$ cat config.mk
export PLATFORM = sky130hd
export DESIGN_NAME = seg7_bcd_scan_ctrl_flat
export DESIGN_NICKNAME = d
export VERILOG_FILES = /design/src/rtl/seg7_bcd_scan_if.sv /design/src/rtl/seg7_bcd_scan_ctrl.sv /design/src/flat_wrapper.sv
export SDC_FILE = /design/constraint.sdc
export NUM_CORES = 1
export LEC_CHECK = 0
export BUFFER_PORTS_ARGS = -buffer_cell sky130_fd_sc_hd__buf_2
export CORE_MARGIN = 2
export CORE_UTILIZATION = 50
export DETAILED_ROUTE_END_ITERATION = 16
export GPL_TIMING_DRIVEN = 0
export PLACE_DENSITY = 0.68
export SLEW_MARGIN = 10
export SYNTH_ARGS = -nofsm -noshare
export SYNTH_HDL_FRONTEND = slang
export SYNTH_SLANG_ARGS = --single-unit
$ cat constraint.sdc
create_clock -name clock -period 2.27 [get_ports clock]
set_input_delay 0.3405 -clock clock [delete_from_list [all_inputs] [get_ports clock]]
set_output_delay 0.3405 -clock clock [all_outputs]
set_load 0.02 [all_outputs]
$ cat src/rtl/seg7_bcd_scan_if.sv
// -----------------------------------------------------------------------------
// seg7_bcd_scan_if
// Purpose : groups the conversion request handshake between the IO write path
//           and the seven-segment controller.
// Signals :
//   load    master -> slave  request conversion of bin_in
//   bin_in  master -> slave  unsigned binary value to display
//   busy    slave  -> master conversion in progress
//   done    slave  -> master one-cycle pulse when the new value is displayed
//
// Handshake: load is a request qualified by busy. It is accepted on a rising
// clock edge only when busy=0 at that edge. A load while busy=1 is dropped
// with no queueing and no error. busy rises after the accepting edge and stays
// high until the value has been copied to the display register. done pulses
// for one cycle after busy falls, and a load in that cycle is accepted.
// -----------------------------------------------------------------------------
interface seg7_bcd_scan_if #(
  parameter int DATA_W = 16
);
  logic              load;
  logic [DATA_W-1:0] bin_in;
  logic              busy;
  logic              done;

  modport master (output load, output bin_in, input busy, input done);
  modport slave  (input load, input bin_in, output busy, output done);
endinterface

$ cat src/rtl/seg7_bcd_scan_ctrl.sv
// -----------------------------------------------------------------------------
// seg7_bcd_scan_ctrl
// Purpose : drives an 8-digit seven-segment bank from an IO write value.
//           A sequential double-dabble converter turns the binary value into
//           BCD digits. The digits are double-buffered in a display register
//           and scanned time-multiplexed onto one shared segment bus.
// Ports   :
//   clock        system clock
//   rst          asynchronous reset, active-low
//   bus          seg7_bcd_scan_if.slave (load, bin_in, busy, done)
//   seg_out      [6:0]=g..a, [7]=dp (dp always off), registered
//   digit_en     one-hot digit select, bit i = digit i, registered
//   fsm_state_o  converter FSM state for debug (0=IDLE 1=SHIFT 2=LOAD)
// Configuration:
//   SEG7_LEADING_BLANK_EN  when defined, digits above the most significant
//                          non-zero digit keep digit_en inactive. Digit 0 is
//                          always shown. Slot timing is unchanged.
// -----------------------------------------------------------------------------
module seg7_bcd_scan_ctrl #(
  parameter int DATA_W         = 16,
  parameter int DIGITS         = 8,
  parameter int REFRESH_DIV    = 100000,
  parameter int SEG_ACTIVE_LOW = 1
) (
  input  logic              clock,
  input  logic              rst,
  seg7_bcd_scan_if.slave    bus,
  output logic [7:0]        seg_out,
  output logic [DIGITS-1:0] digit_en,
  output logic [1:0]        fsm_state_o
);

  localparam int BCD_W  = 4 * DIGITS;
  localparam int CNT_W  = $clog2(DATA_W + 1);
  localparam int SCAN_W = (REFRESH_DIV > 1) ? $clog2(REFRESH_DIV) : 1;
  localparam int IDX_W  = (DIGITS > 1) ? $clog2(DIGITS) : 1;
  localparam logic POL  = (SEG_ACTIVE_LOW != 0);

  typedef enum logic [1:0] {
    ST_IDLE  = 2'd0,
    ST_SHIFT = 2'd1,
    ST_LOAD  = 2'd2
  } state_t;

  state_t              state_q, state_d;
  logic [DATA_W-1:0]   bin_q, bin_d;
  logic [BCD_W-1:0]    bcd_q, bcd_d;
  logic [BCD_W-1:0]    bcd_adj;
  logic [CNT_W-1:0]    cnt_q, cnt_d;
  logic [BCD_W-1:0]    disp_q, disp_d;
  logic                done_q, done_d;

  logic [SCAN_W-1:0]   scan_q, scan_d;
  logic [IDX_W-1:0]    idx_q, idx_d;
  logic [7:0]          seg_q, seg_d;
  logic [DIGITS-1:0]   en_q, en_d;
  logic [DIGITS-1:0]   en_mask;
  logic [3:0]          nib_cur;

  // ---------------------------------------------------------------------------
  // Double-dabble: corrections use the pre-shift BCD value of the same cycle.
  // ---------------------------------------------------------------------------
  always_comb begin
    bcd_adj = bcd_q;
    for (int i = 0; i < DIGITS; i++) begin
      if (bcd_q[4*i +: 4] >= 4'd5) begin
        bcd_adj[4*i +: 4] = bcd_q[4*i +: 4] + 4'd3;
      end
    end
  end

  always_comb begin
    state_d = state_q;
    bin_d   = bin_q;
    bcd_d   = bcd_q;
    cnt_d   = cnt_q;
    disp_d  = disp_q;
    done_d  = 1'b0;
    case (state_q)
      ST_IDLE: begin
        if (bus.load) begin
          bin_d   = bus.bin_in;
          bcd_d   = '0;
          cnt_d   = '0;
          state_d = ST_SHIFT;
        end
      end
      ST_SHIFT: begin
        bcd_d = {bcd_adj[BCD_W-2:0], bin_q[DATA_W-1]};
        bin_d = {bin_q[DATA_W-2:0], 1'b0};
        cnt_d = cnt_q + 1'b1;
        // This edge performs the last of DATA_W shifts.
        if (cnt_q == CNT_W'(DATA_W - 1)) begin
          state_d = ST_LOAD;
        end
      end
      ST_LOAD: begin
        disp_d  = bcd_q;
        done_d  = 1'b1;
        state_d = ST_IDLE;
      end
      default: state_d = ST_IDLE;
    endcase
  end

  always_ff @(posedge clock or negedge rst) begin
    if (!rst) begin
      state_q <= ST_IDLE;
      bin_q   <= '0;
      bcd_q   <= '0;
      cnt_q   <= '0;
      disp_q  <= '0;
      done_q  <= 1'b0;
    end else begin
      state_q <= state_d;
      bin_q   <= bin_d;
      bcd_q   <= bcd_d;
      cnt_q   <= cnt_d;
      disp_q  <= disp_d;
      done_q  <= done_d;
    end
  end

  assign bus.busy    = (state_q != ST_IDLE);
  assign bus.done    = done_q;
  assign fsm_state_o = state_q;

  // ---------------------------------------------------------------------------
  // Leading-zero blank mask, captured alongside the display register so the
  // scan never sees a mask that disagrees with the digits it shows.
  // ---------------------------------------------------------------------------
`ifdef SEG7_LEADING_BLANK_EN
  logic [DIGITS-1:0] show_q, show_d, show_calc;
  logic              any_nz;

  always_comb begin
    any_nz    = 1'b0;
    show_calc = '0;
    for (int i = DIGITS - 1; i >= 0; i--) begin
      any_nz       = any_nz | (bcd_q[4*i +: 4] != 4'd0);
      show_calc[i] = any_nz | (i == 0);
    end
    show_d = (state_q == ST_LOAD) ? show_calc : show_q;
  end

  always_ff @(posedge clock or negedge rst) begin
    if (!rst) begin
      show_q <= DIGITS'(1);
    end else begin
      show_q <= show_d;
    end
  end

  assign en_mask = show_q;
`else
  assign en_mask = '1;
`endif

  // ---------------------------------------------------------------------------
  // Scan: free-running slot counter, independent of the converter FSM.
  // ---------------------------------------------------------------------------
  function automatic logic [6:0] seg_decode(input logic [3:0] nib);
    case (nib)
      4'd0:    seg_decode = 7'h3F;
      4'd1:    seg_decode = 7'h06;
      4'd2:    seg_decode = 7'h5B;
      4'd3:    seg_decode = 7'h4F;
      4'd4:    seg_decode = 7'h66;
      4'd5:    seg_decode = 7'h6D;
      4'd6:    seg_decode = 7'h7D;
      4'd7:    seg_decode = 7'h07;
      4'd8:    seg_decode = 7'h7F;
      4'd9:    seg_decode = 7'h6F;
      default: seg_decode = 7'h00;
    endcase
  endfunction

  always_comb begin
    scan_d = scan_q + 1'b1;
    idx_d  = idx_q;
    if (scan_q == SCAN_W'(REFRESH_DIV - 1)) begin
      scan_d = '0;
      idx_d  = (idx_q == IDX_W'(DIGITS - 1)) ? '0 : idx_q + 1'b1;
    end
    nib_cur = disp_q[{idx_q, 2'b00} +: 4];
    // Polarity is applied here so the pins see a clean registered value.
    seg_d   = {1'b0, seg_decode(nib_cur)} ^ {8{POL}};
    en_d    = ((DIGITS'(1) << idx_q) & en_mask) ^ {DIGITS{POL}};
  end

  always_ff @(posedge clock or negedge rst) begin
    if (!rst) begin
      scan_q <= '0;
      idx_q  <= '0;
      seg_q  <= {8{POL}};
      en_q   <= {DIGITS{POL}};
    end else begin
      scan_q <= scan_d;
      idx_q  <= idx_d;
      seg_q  <= seg_d;
      en_q   <= en_d;
    end
  end

  assign seg_out  = seg_q;
  assign digit_en = en_q;

endmodule

$ cat src/flat_wrapper.sv
// flat-port wrapper written by rule: the top's interface ports become plain ports
module seg7_bcd_scan_ctrl_flat 
#(
  parameter int DATA_W         = 16,
  parameter int DIGITS         = 8,
  parameter int REFRESH_DIV    = 100000,
  parameter int SEG_ACTIVE_LOW = 1
)
  (clock, rst, seg_out, digit_en, fsm_state_o, bus_load, bus_bin_in, bus_busy, bus_done);
  seg7_bcd_scan_if #(.DATA_W(DATA_W)) bus_i ();
  input  logic clock;
  input  logic rst;
  output logic [7:0] seg_out;
  output logic [DIGITS-1:0] digit_en;
  output logic [1:0] fsm_state_o;
  input wire logic [$bits(bus_i.load)-1:0] bus_load;
  input wire logic [$bits(bus_i.bin_in)-1:0] bus_bin_in;
  output wire logic [$bits(bus_i.busy)-1:0] bus_busy;
  output wire logic [$bits(bus_i.done)-1:0] bus_done;
  assign bus_i.load = bus_load;
  assign bus_i.bin_in = bus_bin_in;
  assign bus_busy = bus_i.busy;
  assign bus_done = bus_i.done;
  seg7_bcd_scan_ctrl #(.DATA_W(DATA_W), .DIGITS(DIGITS), .REFRESH_DIV(REFRESH_DIV), .SEG_ACTIVE_LOW(SEG_ACTIVE_LOW)) u_core (.clock(clock), .rst(rst), .bus(bus_i), .seg_out(seg_out), .digit_en(digit_en), .fsm_state_o(fsm_state_o));
endmodule
==> flow_metrics.tcl, run 1 <==
set metrics [dict create \
    status "completed" \
    final_max_slew_viol_count 0 \
    path_buf_inv 2 \
    layout-drive-gt1-share_pct 17.6 \
    cts_sinks 123 \
    drtIter0Drc 260 \
    seq_area_frac_synth_pct 52.7 \
    setup_viol_count_final 0 \
    fp-row-count 39 \
    vias_per_cell 5.57 \
    fmax_ghz 0.456 \
    end_kind "flop" \
    fin_ws_ps 78.5 \
    slew_headroom_pct 55.3 \
    yosys_warnings 0 \
    yosys.area.top_type "dfrtp_1" \
    period_share_pct 96.5 \
    place_ws_ps 68.8 \
    timing.hold.ws_ps 113 \
    io_buffers 37 \
    cts-buffers-inserted 17 \
    cts_tree "built" \
    setup_tns_ps 0 \
    grt_first_pass_wirelength_um 20400 \
    hp-class "in2reg" \
    routed_wl_um 12000 \
    instances_no_fill 758 \
    cts_root_buffer "clkbuf_16" \
    syn-num-nets 593 \
    syn_inst 544 \
    synth_top_area_share_pct 46.0 \
    grt_max_degree 82 \
    critPathArrivalTime_ps 2530 \
    cp.required_ps 2610 \
    r2r-end "u_core.seg_out[3]" \
    layout_min_cycle_time_ps 2190 \
    final_core_util_pct 59.7 \
    grt_pass1_vias 4232 \
    synth_area_um2 5880 \
    finalClockSkew_ps 8.82 \
    globalplace.congestion 0.847 \
    crit_path_cell_trace "buf_6, mux4_1, mux2_4, inv_1, ha_1, nor2_1, o21a_2, a21oi_1" \
    endpoint "u_core.seg_out[3]" \
    startpoint "u_core.idx_q[0]" \
    grt_overflow 0 \
    r2r_cells 8 \
    synth-seq-cells 123 \
    io_pins 39 \
    clock_latency_ps 420 \
    clkTransAtPathRegs_ps 50 \
    cp_top_family "multiplexers" \
    cp-start-kind "flop" \
    track_usage_pct 20.9 \
    cpPeakStageDelay_ps 570 \
    area_delta_synth_final_pct 16.5 \
    drc_errors 0 \
    p_per_area_nw_per_um2 1220 \
    timing.rr.start "u_core.idx_q[0]" \
    total_power_mw 8.32 \
    critPathSlowestCell "mux4_1" \
    maxCapViolCount 0 \
    antenna_found_initial 0 \
    insertedDiodeCount 0 \
    post_drt_wl_per_cell_um 15.9 \
    final_nets 651 \
    dp.cells 725 \
    die_area_um2 12600 \
    yosysUniqueCellTypes 47 \
    dr_total_vias 4220 \
    cp_max_fo 9 \
    final_antenna_net_count 0 \
    leakage_nw 3.19 \
    postCtsSetupBuffers 0 \
    postLayoutCellArea_um2 6850 \
    core_area_um2 11500 \
    max-vdd-ir-drop_uv 743 \
    r2r_setup_slack_ps 80 \
    synth_area_leaders "dfrtp_1 46%, dfstp_2 6.7%, ha_1 6.4%, nand2_1 4.8%, o21ai_0 4.1%" \
    die_y_um 112 \
    avgSynthCellArea_um2 10.8 \
    hpwl_um 8320 \
    rsz0062_at_grt "false" \
    crit_type "reg2reg" \
    die_width_um 112 \
    first_pass_iters 4 \
    post_dp_cell_area_um2 6270 \
    start_util_pct 51.2 \
    cp.depth 8 \
    clk_path_buf_depth 2 \
    final_hold_viol_count 0 \
    worstMarginPinSlew_ps 671 \
    h-tree-depth 4 \
]
## sequential cells by signal (all words and copies together), names as in the netlist
| signal | cells |
|---|---|
| u_core.bcd_q | 32 |
| u_core.disp_q | 32 |
| u_core.scan_q | 17 |
| u_core.bin_q | 16 |
| u_core.digit_en | 8 |
| u_core.seg_out | 7 |
| u_core.cnt_q | 5 |
| u_core.idx_q | 3 |
| u_core.fsm_state_o | 2 |
| u_core.bus.done | 1 |
## logic make-up after synthesis
group / count (synthesis) / synth area share, %
muxes: 30 / 8.07
AOI/OAI and AO/OA: 114 / 12.1
and+or+nand+nor: 165 / 12.6
other: 1 / 0.0638
xor gates and xnor gates: 30 / 4.47
DFF: 123 / 52.7
buffers and inverters: 51 / 3.51
adders and majority gates: 30 / 6.39
## placed cells by master (no fill, tap or decap), types with 20 or more instances in the layout
cell | synthesis | final
a21oi_1 | 20 | 20
dfrtp_1 | 108 | 108
clkbuf_1 | 19 | 28
inv_1 | 25 | 25
buf_2 | 3 | 39
nor2_1 | 31 | 31
ha_1 | 30 | 30
nand2_1 | 75 | 75
nand3_1 | 26 | 26
o21ai_0 | 48 | 48
## worst min-delay path, cell delays in order
cell	delay, ps
buf_2	70
nand2_1	40
nand2_1	40
## power by group
part | switching [mW] | total (mW) | internal, mW | leakage [nW]
combinational | 1.50 | 2.55 | 1.05 | 1.34
clock | 0.884 | 2.53 | 1.65 | 0.270
sequential | 0.472 | 3.24 | 2.77 | 1.58
total | 2.86 | 8.32 | 5.47 | 3.19
## timing repair
item,CTS,global route
setup endpoints to repair,0,4
hold buffers,1,0
gates resized for setup,0,1
endpoints found under the hold margin,27,0
## layout make-up
class	count	area, µm²
Buffer	25	109
Tap cell	143	179
Sequential cell	123	3100
Fill cell	969	4620
Timing Repair Buffer	39	229
Multi-Input combinational cell	370	2580
Inverter	26	97.6
Clock inverter	1	30.0
Clock buffer	31	528
## how the worst min path moves through the flow
| stage | from | to | cells past startpoint |
|---|---|---|---|
| 6_report | bus_bin_in[0] | u_core.bin_q[0] | 3 |
| 5_1_grt | bus_bin_in[0] | u_core.bin_q[0] | 3 |
| 4_1_cts | bus_bin_in[0] | u_core.bin_q[0] | 3 |
| 3_5_place_dp | rst | u_core.scan_q[16] | 1 |
| 3_3_place_gp | u_core.bin_q[6] | u_core.bin_q[6] | 2 |
| 2_1_floorplan | rst | u_core.bcd_q[0] | 0 |
## layer usage
| metal | track usage [%] | share of wire [%] |
|---|---|---|
| met1 | 26.1 | 45 |
| met2 | 34.0 | 50 |
| met3 | 6.16 | 4.3 |
| met4 | 8.70 | 1.5 |
| met5 | 0 | 0 |
## cell usage after synthesis (all sizes together)
cell type	n
mux4	8
mux2	18
and4	1
nand2	75
buf	6
a21oi	20
a22o	1
dfrtp	108
a32o	8
xnor2	14
nand2b	11
xor2	16
or3	1
clkinv	1
nand4	4
inv	25
clkbuf	19
and2	3
o22ai	1
o21ai	49
and3	4
nor4bb	1
nor2b	3
nor3	2
mux2i	4
o32ai	7
nor2	32
nor4	1
or2	1
ha	30
a211oi	1
nand3	26
a22oi	16
o21a	2
dfstp	15
conb	1
o31ai	9
No activity file was read; power rests on OpenSTA's default activity.
==> run 2, diff against run 1 <==
--- a/config.mk
+++ b/config.mk
@@ -6,6 +6,7 @@
 export NUM_CORES = 1
 export LEC_CHECK = 0
 export BUFFER_PORTS_ARGS = -buffer_cell sky130_fd_sc_hd__buf_2
+export CORE_ASPECT_RATIO = 1.4
 export CORE_MARGIN = 2
 export CORE_UTILIZATION = 50
 export DETAILED_ROUTE_END_ITERATION = 16
==> run 2 against run 1 <==
Compared with the run above:
- maximum frequency grew 1.9%
- clock skew down 1.1 ps
- via count decreased by 0.28%
- first-iteration DRC count is 3.5% lower
- global-route usage is 0.32 points higher
- final cell count rose by 0.13%
- power is 1.0% higher
- flip-flop and latch count unchanged
- critical path depth did not move
- count of clock-buffer cells in the layout decreased by 8
- largest cell class unchanged
- largest power group unchanged
==> flow_metrics.tcl, run 2 (synthesis results as in run 1) <==
set metrics [dict create \
    clk_path_buf_depth 2 \
    cts-buffers-inserted 17 \
    track_usage_pct 21.2 \
    grt_first_pass_wirelength_um 20700 \
    path_buf_inv 2 \
    drtIter0Drc 251 \
    hpwl_um 8690 \
    status "completed" \
    die_width_um 95.6 \
    layout_commonest_cell "dfrtp_1" \
    post_drt_wl_per_cell_um 16.2 \
    critPathSlowestCell "mux4_1" \
    grt_overflow 0 \
    cp_top_family "multiplexers" \
    max-vdd-ir-drop_uv 832 \
    final_antenna_net_count 0 \
    antenna_found_initial 0 \
    reg_top3 "u_core.bcd_q: 32 flops, u_core.disp_q: 32 flops, u_core.scan_q: 17 flops" \
    finalClockSkew_ps 7.76 \
    area_delta_synth_final_pct 16.9 \
    cts_root_buffer "clkbuf_16" \
    hp-class "in2reg" \
    hold_start "bus_bin_in[0]" \
    final_nets 651 \
    r2r_cells 8 \
    end_kind "flop" \
    grt_pass1_vias 4378 \
    final_hold_viol_count 0 \
    first_pass_iters 4 \
    hold_path_depth 3 \
    fill_cells 947 \
    hold_path_end "u_core.bin_q[0]" \
    p_per_area_nw_per_um2 1220 \
    clock_latency_ps 410 \
    slew_headroom_pct 54.7 \
    maxCapViolCount 0 \
    postLayoutCellArea_um2 6870 \
    die_area_um2 12600 \
    multi_input_area_um2 2580 \
    start_util_pct 51.6 \
    r2r_setup_slack_ps 120 \
    mostFrequentLayoutCells "108 x dfrtp_1, 75 x nand2_1, 48 x o21ai_0, 39 x buf_2, 31 x nor2_1" \
    layout_min_cycle_time_ps 2150 \
    rsz0062_at_grt "false" \
    die_y_um 132 \
    crit_type "reg2reg" \
    total_power_mw 8.41 \
    io_buffers 37 \
    io_pins 39 \
    period_share_pct 94.7 \
    fp-row-count 46 \
    fmax_ghz 0.465 \
    r2r-end "u_core.seg_out[3]" \
    postCtsSetupBuffers 0 \
    drc_errors 0 \
    regArea_um2 3100 \
    dr_total_vias 4208 \
    post_dp_cell_area_um2 6270 \
    h-tree-depth 4 \
    final_max_slew_viol_count 0 \
    cpPeakStageDelay_ps 560 \
    core_area_um2 11400 \
    globalplace.congestion 0.811 \
    insertedDiodeCount 0 \
    startpoint "u_core.idx_q[0]" \
    worstMarginPinSlew_ps 679 \
    setup_viol_count_final 0 \
    crit_path_cell_trace "buf_6, mux4_1, mux2_4, inv_2, ha_1, nor2_1, o21a_2, a21oi_1" \
    layout-drive-gt1-share_pct 18.7 \
    cp_max_fo 9 \
    vias_per_cell 5.54 \
    timing.rr.start "u_core.idx_q[0]" \
    critPathArrivalTime_ps 2490 \
    cp-start-kind "flop" \
    cts_sinks 123 \
    cp.required_ps 2610 \
    leakage_nw 3.21 \
    clkTransAtPathRegs_ps 50 \
    routed_wl_um 12300 \
    grt_max_degree 74 \
    cts_tree "built" \
]
-- run 2: cell count changes in the layout (fill, tap and decap cells not counted), sizes merged --
cell    before  now
clkbuf      50   42
bufinv       1    2
clkinv       1    8
-- run 2: layout make-up --
type / instances / share of cell area (%)
sequential: 123 / 45.1
buffer: 25 / 1.58
tap: 144 / 2.62
inverter: 26 / 1.42
timing repair buffer: 39 / 3.33
multi-input combinational: 370 / 37.6
clock inverter: 9 / 1.38
clock buffer: 23 / 6.96
-- run 2: report_power, final --
group / switching [mW] / internal (mW) / total [mW]
registers: 0.467 / 2.76 / 3.23
clock network: 0.918 / 1.69 / 2.60
logic: 1.52 / 1.06 / 2.57
-- run 2: routing by layer --
metal,wire length (µm),vias to the layer above,track usage (%)
met2,6590,97,37.1
met3,418,19,4.97
li1,-,2012,-
met4,232,0,8.02
met5,0,-,0
met1,5020,2080,24.6
-- run 2: repair_timing --
action,in CTS,in global routing
setup endpoints to repair,0,4
resized for setup,0,3
hold buffers,1,0
endpoints found under the hold margin,50,0
-- run 2: how the worst max path moves through the flow --
stage | end | slack [ps] | cells after the start
6_report | u_core.seg_out[3] | 120 | 8
4_1_cts | u_core.seg_out[3] | 10 | 8
3_5_place_dp | u_core.seg_out[3] | 100 | 8
3_3_place_gp | u_core.bcd_q[24] | -610 | 1
2_1_floorplan | u_core.seg_out[3] | 260 | 8
5_1_grt | u_core.seg_out[3] | 20 | 8
-- run 2: stage by stage --
step,cells,hold WS [ps],setup slack [ps],setup TNS (ps),utilization [%]
final,759,119,120,0,60.3
after global routing,759,121,15.7,0,60.3
after CTS,759,118,14.9,0,60.2
after detailed placement,726,320,99.5,0,55.1
after global placement,725,455,-613,-65620,54.8
after floorplan,544,44.9,261,0,-
-- run 2: worst reg2reg max path, stage by stage (launching register included) --
cell,delay (ps)
dfrtp_1,390
buf_6,170
mux4_1,560
mux2_4,320
inv_2,90
ha_1,150
nor2_1,50
o21a_2,200
a21oi_1,140
==> run 3, diff against run 2 <==
--- a/config.mk
+++ b/config.mk
@@ -16,3 +16,4 @@
 export SYNTH_ARGS = -nofsm -noshare
 export SYNTH_HDL_FRONTEND = slang
 export SYNTH_SLANG_ARGS = --single-unit
+export TNS_END_PERCENT = 1
==> constraint.sdc (replaced) <==
create_clock -name clock -period 2.27 [get_ports clock]
set_input_delay 0.1135 -clock clock [delete_from_list [all_inputs] [get_ports clock]]
set_output_delay 0.1135 -clock clock [all_outputs]
set_load 0.02 [all_outputs]
==> run 3 against run 2 <==
Compared with the run above:
- critical path depth did not move
- flip-flop and latch count did not move
- global-route usage rose by 0.39 points
- count of clock-buffer cells in the layout did not move
- cell area rose by 2.5%
- non-clock buffer count rose by 17
- clock skew fell by 1.4 ps
- first-iteration DRC count fell by 20%
- die area did not move
- highest routed layer unchanged
==> flow_metrics.tcl, run 3 (synthesis results as in run 1) <==
set metrics [dict create \
    area_delta_synth_final_pct 19.8 \
    clock_latency_ps 410 \
    clk_path_buf_depth 2 \
    final_nets 668 \
    vias_per_cell 5.48 \
    clkTransAtPathRegs_ps 50 \
    reg_top3 "u_core.bcd_q: 32 flops, u_core.disp_q: 32 flops, u_core.scan_q: 17 flops" \
    p_per_area_nw_per_um2 1200 \
    io_pins 39 \
    maxCapViolCount 0 \
    post_dp_cell_area_um2 6270 \
    dr_total_vias 4249 \
    final_hold_viol_count 0 \
    first_pass_iters 4 \
    end_kind "flop" \
    globalplace.congestion 0.811 \
    crit_path_cell_trace "buf_6, mux4_1, mux2_4, inv_2, ha_1, nor2_1, o21a_2, a21oi_1" \
    drtIter0Drc 201 \
    drc_errors 0 \
    final_max_slew_viol_count 0 \
    crit_type "reg2reg" \
    cp.required_ps 2610 \
    grt_pass1_vias 4491 \
    setup_viol_count_final 0 \
    dp.cells 726 \
    cp.depth 8 \
    fp-row-count 46 \
    critPathArrivalTime_ps 2480 \
    instances_no_fill 776 \
    path_buf_inv 2 \
    die_y_um 132 \
    critPathSlowestCell "mux4_1" \
    grt_max_degree 74 \
    insertedDiodeCount 0 \
    grt_overflow 0 \
    max-vdd-ir-drop_uv 839 \
    post_drt_wl_per_cell_um 16.0 \
    leakage_nw 3.28 \
    die_area_um2 12600 \
    worstMarginPinSlew_ps 682 \
    cts_root_buffer "clkbuf_16" \
    slew_headroom_pct 54.5 \
    start_util_pct 51.6 \
    cts_tree "built" \
    hpwl_um 8690 \
    h-tree-depth 4 \
    rsz0062_at_grt "false" \
    r2r_cells 8 \
    timing.hold.ws_ps 216 \
    antenna_found_initial 0 \
    layout_min_cycle_time_ps 2150 \
    grt_first_pass_wirelength_um 21100 \
    period_share_pct 94.6 \
    finalClockSkew_ps 6.33 \
    mostFrequentLayoutCells "108 x dfrtp_1, 75 x nand2_1, 48 x o21ai_0, 39 x buf_2, 31 x nor2_1" \
    cts-buffers-inserted 17 \
    cts_sinks 123 \
    cp_max_fo 9 \
    postLayoutCellArea_um2 7040 \
    die_width_um 95.6 \
    cp-start-kind "flop" \
    core_area_um2 11400 \
    layout_commonest_cell "dfrtp_1" \
    final_antenna_net_count 0 \
    io_buffers 37 \
    routed_wl_um 12400 \
    hp-class "in2async" \
    status "completed" \
    cp_top_family "multiplexers" \
    track_usage_pct 21.6 \
    layout-drive-gt1-share_pct 18.2 \
    fmax_ghz 0.466 \
    setup_tns_ps 0 \
    cpPeakStageDelay_ps 560 \
]
[run 3: layer usage]
layer | global-route usage, % | wire length, µm
met2 | 38.3 | 6740
met3 | 4.92 | 457
met1 | 24.8 | 5050
met4 | 8.02 | 205
met5 | 0 | 0
[run 3: power by group]
part	total [mW]	internal [mW]	switching, mW	leakage [nW]
Clock	2.61	1.69	0.918	0.290
Sequential	3.23	2.76	0.466	1.58
Combinational	2.60	1.08	1.52	1.41
[run 3: stage by stage]
step | setup slack, ps | total power, mW | util (%)
5_1_grt | 15.7 | 8.99 | 61.8
3_3_place_gp | -386 | 5.66 | 54.8
4_1_cts | 14.9 | 8.47 | 61.7
3_5_place_dp | 99.5 | 5.80 | 55.1
2_1_floorplan | 261 | 5.05 | -
6_report | 123 | 8.44 | 61.8
[run 3: worst paths after layout]
check | startpoint | end | slack [ps]
min | rst | u_core.scan_q[15] | 220
max | u_core.idx_q[0] | u_core.seg_out[3] | 120
min in group clock | bus_bin_in[0] | u_core.bin_q[0] | 420
max in group asynchronous | rst | u_core.seg_out[3] | 1300
min reg2reg | u_core.bin_q[9] | u_core.bin_q[9] | 480
max reg2reg | u_core.idx_q[0] | u_core.seg_out[3] | 120
[run 3: worst reg2reg max path, cell delays in order, from the launching register on]
cell     delay, ps
dfrtp_1        390
buf_6          180
mux4_1         560
mux2_4         320
inv_2           90
ha_1           150
nor2_1          50
o21a_2         200
a21oi_1        130
[run 3: layout make-up]
class                   instances  area (µm²)
fillers                       921        4360
flip-flops and latches        123        3100
multi-input cells             370        2580
clock buffers                  23         478
repair buffers                 56         399
well taps                     144         180
plain buffers                  25         109
inverters                      26        97.6
clock inverters                 9        95.1
[run 3: what timing repair did]
action / in CTS / in global routing
hold buffers: 18 / 0
endpoints found under the setup margin: 0 / 4
hold endpoints to repair: 67 / 0
setup buffers: 0 / 0
gates resized for setup: 0 / 3
